--- src/rtl/bus_pkg.sv ---
// Shared types and constants for the STB/WE/ACK bus initiator.
package bus_pkg;

    localparam int BUS_AW          = 32;
    localparam int BUS_DW          = 32;
    localparam int DEFAULT_TIMEOUT = 255;

    typedef enum logic [1:0] {
        IDLE = 2'd0,
        REQ  = 2'd1,
        RESP = 2'd2
    } bus_state_e;

endpackage

--- src/rtl/bus_timeout_ctr.sv ---
// Saturating STB-cycle counter; expired flags the TIMEOUT-th enabled cycle.
module bus_timeout_ctr
    import bus_pkg::*;
#(
    parameter int TIMEOUT = DEFAULT_TIMEOUT
) (
    input  logic clk,
    input  logic reset,
    input  logic clear,
    input  logic enable,
    output logic expired
);

    localparam int            CW   = $clog2(TIMEOUT + 1);
    localparam logic [CW-1:0] LAST = CW'(TIMEOUT - 1);

    logic [CW-1:0] count_q;
    logic [CW-1:0] count_d;

    // The count holds at LAST once expired, so it can never wrap.
    assign expired = enable && (count_q == LAST);

    always_comb begin
        count_d = count_q;
        if (clear) begin
            count_d = '0;
        end else if (enable && !expired) begin
            count_d = count_q + 1'b1;
        end
    end

    always_ff @(posedge clk) begin
        if (reset) begin
            count_q <= '0;
        end else begin
            count_q <= count_d;
        end
    end

endmodule

--- src/rtl/bus_master.sv ---
// Single-outstanding STB/WE/ACK bus initiator with a bounded ACK timeout.
module bus_master
    import bus_pkg::*;
#(
    parameter int TIMEOUT = DEFAULT_TIMEOUT
) (
    input  logic              clk,
    input  logic              reset,
    input  logic              req,
    input  logic              req_we,
    input  logic [BUS_AW-1:0] req_addr,
    input  logic [BUS_DW-1:0] req_wdata,
    output logic              busy,
    output logic              done,
    output logic              err,
    output logic [BUS_DW-1:0] rdata,
    output logic              STB,
    output logic              WE,
    output logic [BUS_AW-1:0] ADR,
    output logic [BUS_DW-1:0] DAT_O,
    input  logic [BUS_DW-1:0] DAT_I,
    input  logic              ACK
);

    bus_state_e        state_q, state_d;
    logic              stb_q, stb_d;
    logic              we_q, we_d;
    logic [BUS_AW-1:0] adr_q, adr_d;
    logic [BUS_DW-1:0] dato_q, dato_d;
    logic [BUS_DW-1:0] rdata_q, rdata_d;
    logic              done_q, done_d;
    logic              err_q, err_d;
    logic              expired;

    bus_timeout_ctr #(
        .TIMEOUT (TIMEOUT)
    ) u_timeout (
        .clk     (clk),
        .reset   (reset),
        .clear   (state_q == IDLE),
        .enable  (state_q == REQ),
        .expired (expired)
    );

    always_comb begin
        state_d = state_q;
        stb_d   = stb_q;
        we_d    = we_q;
        adr_d   = adr_q;
        dato_d  = dato_q;
        rdata_d = rdata_q;
        done_d  = 1'b0;
        err_d   = 1'b0;
        case (state_q)
            IDLE: begin
                if (req) begin
                    stb_d   = 1'b1;
                    we_d    = req_we;
                    adr_d   = req_addr;
                    dato_d  = req_wdata;
                    state_d = REQ;
                end
            end
            REQ: begin
                // ACK is checked first so a last-cycle ACK still succeeds.
                if (ACK) begin
                    stb_d  = 1'b0;
                    done_d = 1'b1;
                    if (!we_q) begin
                        rdata_d = DAT_I;
                    end
                    state_d = RESP;
                end else if (expired) begin
                    stb_d   = 1'b0;
                    done_d  = 1'b1;
                    err_d   = 1'b1;
                    state_d = RESP;
                end
            end
            RESP: begin
                state_d = IDLE;
            end
            default: begin
                stb_d   = 1'b0;
                state_d = IDLE;
            end
        endcase
    end

    always_ff @(posedge clk) begin
        if (reset) begin
            state_q <= IDLE;
            stb_q   <= 1'b0;
            we_q    <= 1'b0;
            adr_q   <= '0;
            dato_q  <= '0;
            rdata_q <= '0;
            done_q  <= 1'b0;
            err_q   <= 1'b0;
        end else begin
            state_q <= state_d;
            stb_q   <= stb_d;
            we_q    <= we_d;
            adr_q   <= adr_d;
            dato_q  <= dato_d;
            rdata_q <= rdata_d;
            done_q  <= done_d;
            err_q   <= err_d;
        end
    end

    assign busy  = (state_q != IDLE);
    assign done  = done_q;
    assign err   = err_q;
    assign rdata = rdata_q;
    assign STB   = stb_q;
    assign WE    = we_q;
    assign ADR   = adr_q;
    assign DAT_O = dato_q;

endmodule

--- config.mk ---
export PLATFORM = sky130hd
export DESIGN_NAME = bus_master
export DESIGN_NICKNAME = d
export VERILOG_FILES = /design/src/rtl/bus_pkg.sv /design/src/rtl/bus_timeout_ctr.sv /design/src/rtl/bus_master.sv
export SDC_FILE = /design/constraint.sdc
export NUM_CORES = 1
export LEC_CHECK = 0
export CELL_PAD_IN_SITES_DETAIL_PLACEMENT = 0
export CELL_PAD_IN_SITES_GLOBAL_PLACEMENT = 1
export CORE_MARGIN = 5
export CORE_UTILIZATION = 29
export DETAILED_ROUTE_END_ITERATION = 16
export GPL_TIMING_DRIVEN = 0
export HOLD_SLACK_MARGIN = 0.12
export PLACE_DENSITY = 0.89
export REMOVE_ABC_BUFFERS = 1
export SYNTH_ARGS = -nofsm -noshare
export SYNTH_HDL_FRONTEND = slang
export SYNTH_SLANG_ARGS = --single-unit
--- constraint.sdc ---
create_clock -name clk -period 4.24 [get_ports clk]
set_input_delay 0.636 -clock clk [delete_from_list [all_inputs] [get_ports clk]]
set_output_delay 0.636 -clock clk [all_outputs]
set_load 0.02 [all_outputs]
==> results of run 1 <==
==> power groups by stage <==
stage | logic [mW] | clock network [mW] | registers, mW
finish | 0.410 | 0.849 | 1.11
global route | 0.444 | 0.930 | 1.12
CTS | 0.417 | 0.886 | 1.11
detailed placement | 0.415 | 0 | 1.14
global placement | 0.403 | 0 | 1.13
floorplan | 0.0963 | 0 | 1.20
==> critical path, stage by stage <==
cell             delay [ns]
clkdlybuf4s50_1        0.55
nand3b_1               0.86
nand2_1                0.31
a21oi_1                0.10
==> routing by layer <==
layer / global-route usage / share of wire / vias to the layer above
met5: 0 / 0 / -
met4: 0.0492 / 0.014 / 0
met3: 0.0677 / 0.10 / 11
met2: 0.232 / 0.46 / 138
met1: 0.163 / 0.43 / 1703
li1: - / - / 1939
==> path summary, 6_finish.rpt <==
path / start / end / slack (ns) / cells after the start
worst min register to register: ADR[28] / ADR[28] / 0.45 / 2
worst max register to register: state_q[0] / rdata[30] / 2.21 / 4
worst max-delay path: ACK / rdata[30] / 1.98 / 4
worst min-delay path: ADR[28] / ADR[28] / 0.45 / 2
==> layout make-up <==
cell class | count | area [µm²]
Fill cell | 1261 | 6810
Clock buffer | 13 | 260
Sequential cell | 110 | 2200
Clock inverter | 3 | 42.5
Timing Repair Buffer | 205 | 2090
Tap cell | 176 | 220
Multi-Input combinational cell | 341 | 1550
Inverter | 3 | 11.3
==> logic make-up after synthesis <==
logic type	after synthesis	share of synthesized area
and+or+nand+nor	226	0.235
xor gates and xnor gates	5	0.0113
AOI/OAI and AO/OA	107	0.142
DFF	110	0.567
muxes	1	0.00258
adders and majority gates	2	0.00644
buffers and inverters	35	0.0361
==> sequential cells by signal, indices dropped and copies added, names as in the netlist <==
signal / cells
WE: 1
state_q: 2
u_timeout.count_q: 8
ADR: 32
err: 1
STB: 1
DAT_O: 32
rdata: 32
done: 1
==> through the flow <==
stage / setup slack, ns / cell area, µm² / TNS, ns / power [mW] / instances
3_3_place_gp: -0.150 / 5990 / -1.17 / 1.54 / 831
3_5_place_dp: 1.56 / 6080 / 0 / 1.55 / 835
4_1_cts: 1.94 / 6380 / 0 / 2.42 / 851
5_1_grt: 1.82 / 6380 / 0 / 2.49 / 851
6_report: 1.98 / 6380 / 0 / 2.37 / 851
2_1_floorplan: 2.10 / 3760 / 0 / 1.29 / 454
==> synth_stat cells (2+ instances only) <==
library cell / number / area, µm²
nand2_1: 196 / 736
dfxtp_1: 110 / 2200
a21oi_1: 100 / 500
clkbuf_1: 22 / 82.6
nor2_1: 10 / 37.5
buf_2: 7 / 35.0
buf_1: 3 / 11.3
inv_1: 3 / 11.3
o211ai_1: 3 / 22.5
xor2_1: 3 / 26.3
and3_1: 2 / 12.5
ha_1: 2 / 25.0
nand3_1: 2 / 10.0
nand3b_1: 2 / 15.0
nor3_1: 2 / 10.0
xnor2_1: 2 / 17.5
==> impl_metrics.env, run 1 <==
export IMPL_cts_buffer_depth=2
export IMPL_synth_top_flop_cell="dfxtp_1"
export IMPL_core_area_um2=13200
export IMPL_portBuffers=201
export IMPL_setup_violations=0
export IMPL_avgSynthCellArea_um2=7.99
export IMPL_clkPwrFrac=0.358
export IMPL_critical_path_max_fanout=32
export IMPL_report_final_hold_viol_count=0
export IMPL_peakVddDrop_mv=0.170
export IMPL_ys_seq_area_frac=0.567
export IMPL_power_density_nw_per_um2=372
export IMPL_track_usage=0.142
export IMPL_antenna_found_initial=0
export IMPL_dr_pass1_iters=4
export IMPL_ctsResizeCount=0
export IMPL_netlist_instances=486
export IMPL_cts_buffers=9
export IMPL_hold_buffers=0
export IMPL_num_rows=42
export IMPL_dieHeight_um=126
export IMPL_cap_viol_max_count=0
export IMPL_p_sw_frac=0.247
export IMPL_async_reset_ff_frac=0
export IMPL_worstSkewPairLatency_ns=0.34
export IMPL_synth_edf_count=0
export IMPL_seqPwrFrac=0.469
export IMPL_p_int_mw=1.79
export IMPL_diodes=0
export IMPL_drive_gt1_frac=0.0356
export IMPL_crit_type="in -> reg"
export IMPL_post_route_util=0.484
export IMPL_gp_congestion=0.777
export IMPL_grt_pass1_vias=3891
export IMPL_critPathArrivalTime_ns=2.46
export IMPL_status="complete, no violations"
export IMPL_end_kind="flop"
export IMPL_vias=3791
export IMPL_drc=0
export IMPL_antenna_left=0
export IMPL_areaGrowthSynthToFinish_pct=64.3
export IMPL_cts_tree="yes"
export IMPL_hpwl_um=8360
export IMPL_clock_sinks=110
export IMPL_nNetsFinal=773
export IMPL_period_share=0.532
export IMPL_clk_pin_slew_ns=0.07
export IMPL_die_w_um=126
export IMPL_fin_hold_ws_ns=0.453
export IMPL_critPathRequiredTime_ns=4.44
export IMPL_via_per_inst=4.45
export IMPL_fin_crit_ns=2.26
export IMPL_ys_warnings_count=0
export IMPL_slew_limit_headroom=0.167
export IMPL_synth_cell_area_um2=3880
export IMPL_combPwrFrac=0.173
export IMPL_cts_setup_buffers=0
export IMPL_layout_common_cells="clkdlybuf4s50_1 (200), nand2_1 (195), dfxtp_1 (110), a21oi_1 (100), nor2_1 (10)"
export IMPL_worst_hold_path_type="reg -> reg"
export IMPL_slew_viol_final=0
export IMPL_netSwitchingPower_uw=585
export IMPL_grt_max_degree=61
export IMPL_drt_iter0_markers=134
export IMPL_tightest_slew_ns=1.25
export IMPL_crit_path_start_kind="primary input"
export IMPL_layout_commonest_cell="clkdlybuf4s50_1"
export IMPL_htreeDepth=3
export IMPL_power_static_leakage_nw=2.29
export IMPL_io_pins=202
export IMPL_start_util=0.295
export IMPL_timing_fmax_ghz=0.443
export IMPL_root_buffer="clkbuf_16"
export IMPL_gr_total_overflow=0
export IMPL_drt_wl_total_um=11500
export IMPL_die_area_um2=15800
export IMPL_wire_per_inst_um=13.5
export IMPL_grt_pass1_wl_um=18700
export IMPL_ys_types=33
export IMPL_synth_seq_cells=110
export IMPL_skew_ns=0.00589
export IMPL_rsz0062_at_grt="no"
Note: power is estimated with default switching activity, not from simulation.
==> inputs of run 2 (changes only) <==
--- a/config.mk
+++ b/config.mk
@@ -8,11 +8,11 @@
 export CELL_PAD_IN_SITES_DETAIL_PLACEMENT = 0
 export CELL_PAD_IN_SITES_GLOBAL_PLACEMENT = 1
 export CORE_MARGIN = 5
-export CORE_UTILIZATION = 29
+export CORE_UTILIZATION = 24
 export DETAILED_ROUTE_END_ITERATION = 16
 export GPL_TIMING_DRIVEN = 0
 export HOLD_SLACK_MARGIN = 0.12
-export PLACE_DENSITY = 0.89
+export PLACE_DENSITY = 0.79
 export REMOVE_ABC_BUFFERS = 1
 export SYNTH_ARGS = -nofsm -noshare
 export SYNTH_HDL_FRONTEND = slang
==> constraint.sdc (replaced) <==
create_clock -name clk -period 1.9 [get_ports clk]
set_input_delay 0.285 -clock clk [delete_from_list [all_inputs] [get_ports clk]]
set_output_delay 0.285 -clock clk [all_outputs]
set_load 0.02 [all_outputs]
==> run 2 against run 1 <==
Net effect:
- sequential cell count unchanged
- global-route usage down 1.8 points
- hold slack got worse by 0.040 ns
- power is 130% higher
- final area up 1.6%
- sequential share of layout area down 0.52 points
- setup slack worse by 1.9 ns
- via count increased by 0.74%
- first-iteration DRC count is 40% lower
- highest routed layer unchanged
==> impl_metrics.env, run 2 (synthesis results as in run 1) <==
export IMPL_setup_violations=0
export IMPL_cts_buffer_depth=2
export IMPL_end_kind="primary output"
export IMPL_drive_gt1_frac=0.0428
export IMPL_grt_max_degree=55
export IMPL_tightest_slew_ns=0.638
export IMPL_dieHeight_um=137
export IMPL_wl_met2_um=5480
export IMPL_place_inst=875
export IMPL_clk_pin_slew_ns=0.07
export IMPL_io_pins=202
export IMPL_dp_worst_setup_slack_ns=-0.356
export IMPL_reg2reg_from="u_timeout.count_q[0]"
export IMPL_vias=3819
export IMPL_drt_wl_total_um=12100
export IMPL_via_per_inst=4.28
export IMPL_die_w_um=137
export IMPL_start_util=0.245
export IMPL_whs_path_depth=2
export IMPL_path_delay_family="buffers and inverters"
export IMPL_antenna_found_initial=0
export IMPL_finalWorstSetupSlack_ns=0.0895
export IMPL_reg2reg_slack_ns=0.12
export IMPL_crit_buf_inv=1
export IMPL_slew_viol_final=0
export IMPL_grt_pass1_vias=3842
export IMPL_htreeDepth=3
export IMPL_met3_length_um=1290
export IMPL_timing_setup_tns_ns=0
export IMPL_fillCellCount=1613
export IMPL_hold_buffers=0
export IMPL_antenna_left=0
export IMPL_root_buffer="clkbuf_16"
export IMPL_portBuffers=201
export IMPL_drc=0
export IMPL_cts_buffers=9
export IMPL_num_rows=46
export IMPL_worstHoldStart="reset"
export IMPL_diodes=0
export IMPL_drt_iter0_markers=80
export IMPL_critical_path_max_fanout=5
export IMPL_skew_ns=0.00450
export IMPL_highest_layer="met4"
export IMPL_status="complete, no violations"
export IMPL_cap_viol_max_count=0
export IMPL_gp_congestion=0.764
export IMPL_peakVddDrop_mv=0.490
export IMPL_min_delay_worst_endpoint="rdata[6]"
export IMPL_worstRegToRegCells=6
export IMPL_wl_met1_um=5050
export IMPL_worst_hold_path_type="in -> reg"
export IMPL_crit_type="reg -> out"
export IMPL_final_cells=893
export IMPL_slowest_stage="clkdlybuf4s50_1"
export IMPL_post_route_util=0.408
export IMPL_slew_limit_headroom=0.573
export IMPL_dr_pass1_iters=4
export IMPL_period_share=0.953
export IMPL_nNetsFinal=775
export IMPL_grt_pass1_wl_um=18500
export IMPL_core_area_um2=15900
export IMPL_report_final_hold_viol_count=0
export IMPL_layout_common_cells="clkdlybuf4s50_1 (200), nand2_1 (195), dfxtp_1 (109), a21oi_1 (100)"
export IMPL_track_usage=0.124
export IMPL_cts_tree="yes"
export IMPL_wire_per_inst_um=13.5
export IMPL_reg2reg_to="u_timeout.count_q[7]"
export IMPL_critPathArrivalTime_ns=1.53
export IMPL_gr_total_overflow=0
export IMPL_power_density_nw_per_um2=852
export IMPL_hpwl_um=8550
export IMPL_timing_fmax_ghz=0.552
export IMPL_max_stage_delay_ns=0.68
export IMPL_fin_crit_ns=1.81
export IMPL_areaGrowthSynthToFinish_pct=66.9
export IMPL_worstSkewPairLatency_ns=0.34
export IMPL_crit_path_start_kind="flop"
export IMPL_die_area_um2=18800
export IMPL_power_static_leakage_nw=2.31
export IMPL_layout_commonest_cell="clkdlybuf4s50_1"
export IMPL_path_cells="clkdlybuf4s50_1"
export IMPL_rsz0062_at_grt="no"
export IMPL_clock_sinks=110
export IMPL_critPathRequiredTime_ns=1.62
==> run 2: changes by cell type in the layout (fill, tap and decap cells not counted), sizes merged <==
cell,change
nand3b,+1
inv,+1
buf,+1
bufinv,+1
clkbuf,-1
clkinv,-1
==> run 2: metrics by stage <==
step	hold slack, ns	power [mW]	instance area, µm²
after floorplan	0.354	2.89	3760
after global placement	0.442	3.44	6040
after detailed placement	0.446	3.46	6120
after CTS	0.400	5.62	6470
after global routing	0.429	5.78	6480
final	0.413	5.52	6480
==> run 2: metal layers <==
metal  global-route usage  vias up
met3               0.0508       15
met5                    0        -
li1                     -     1943
met2                0.205      151
met4               0.0543        0
met1                0.141     1710
==> run 2: where the power goes <==
| group | switching (mW) | internal (mW) | leakage, nW | total, mW |
|---|---|---|---|---|
| clock | 0.842 | 1.27 | 0.165 | 2.11 |
| sequential | 0.0632 | 2.42 | 0.899 | 2.49 |
| combinational | 0.450 | 0.472 | 1.24 | 0.923 |
| total | 1.36 | 4.16 | 2.31 | 5.52 |
==> run 2: layout make-up <==
class	count	area, µm²	share of cell area
sequential	110	2200	0.340
multi-input combinational	342	1560	0.241
timing repair buffer	206	2090	0.323
clock buffer	12	267	0.0411
clock inverter	4	76.3	0.0118
inverter	3	11.3	0.00174
tap	216	270	0.0417
==> run 2: worst max path at each step <==
stage | endpoint | cells past startpoint | from
detailed placement | rdata[9] | 4 | ACK
finish | WE | 1 | WE
floorplan | STB | 4 | state_q[0]
global placement | u_timeout.count_q[6] | 3 | reset
CTS | busy | 3 | state_q[0]
global route | WE | 1 | WE
==> run 2: timing repair <==
item	4_1_cts	5_1_grt
resized for setup	0	2
setup buffers	0	1
pin swaps	1	1
gates cloned	1	0
setup endpoints to repair	32	5
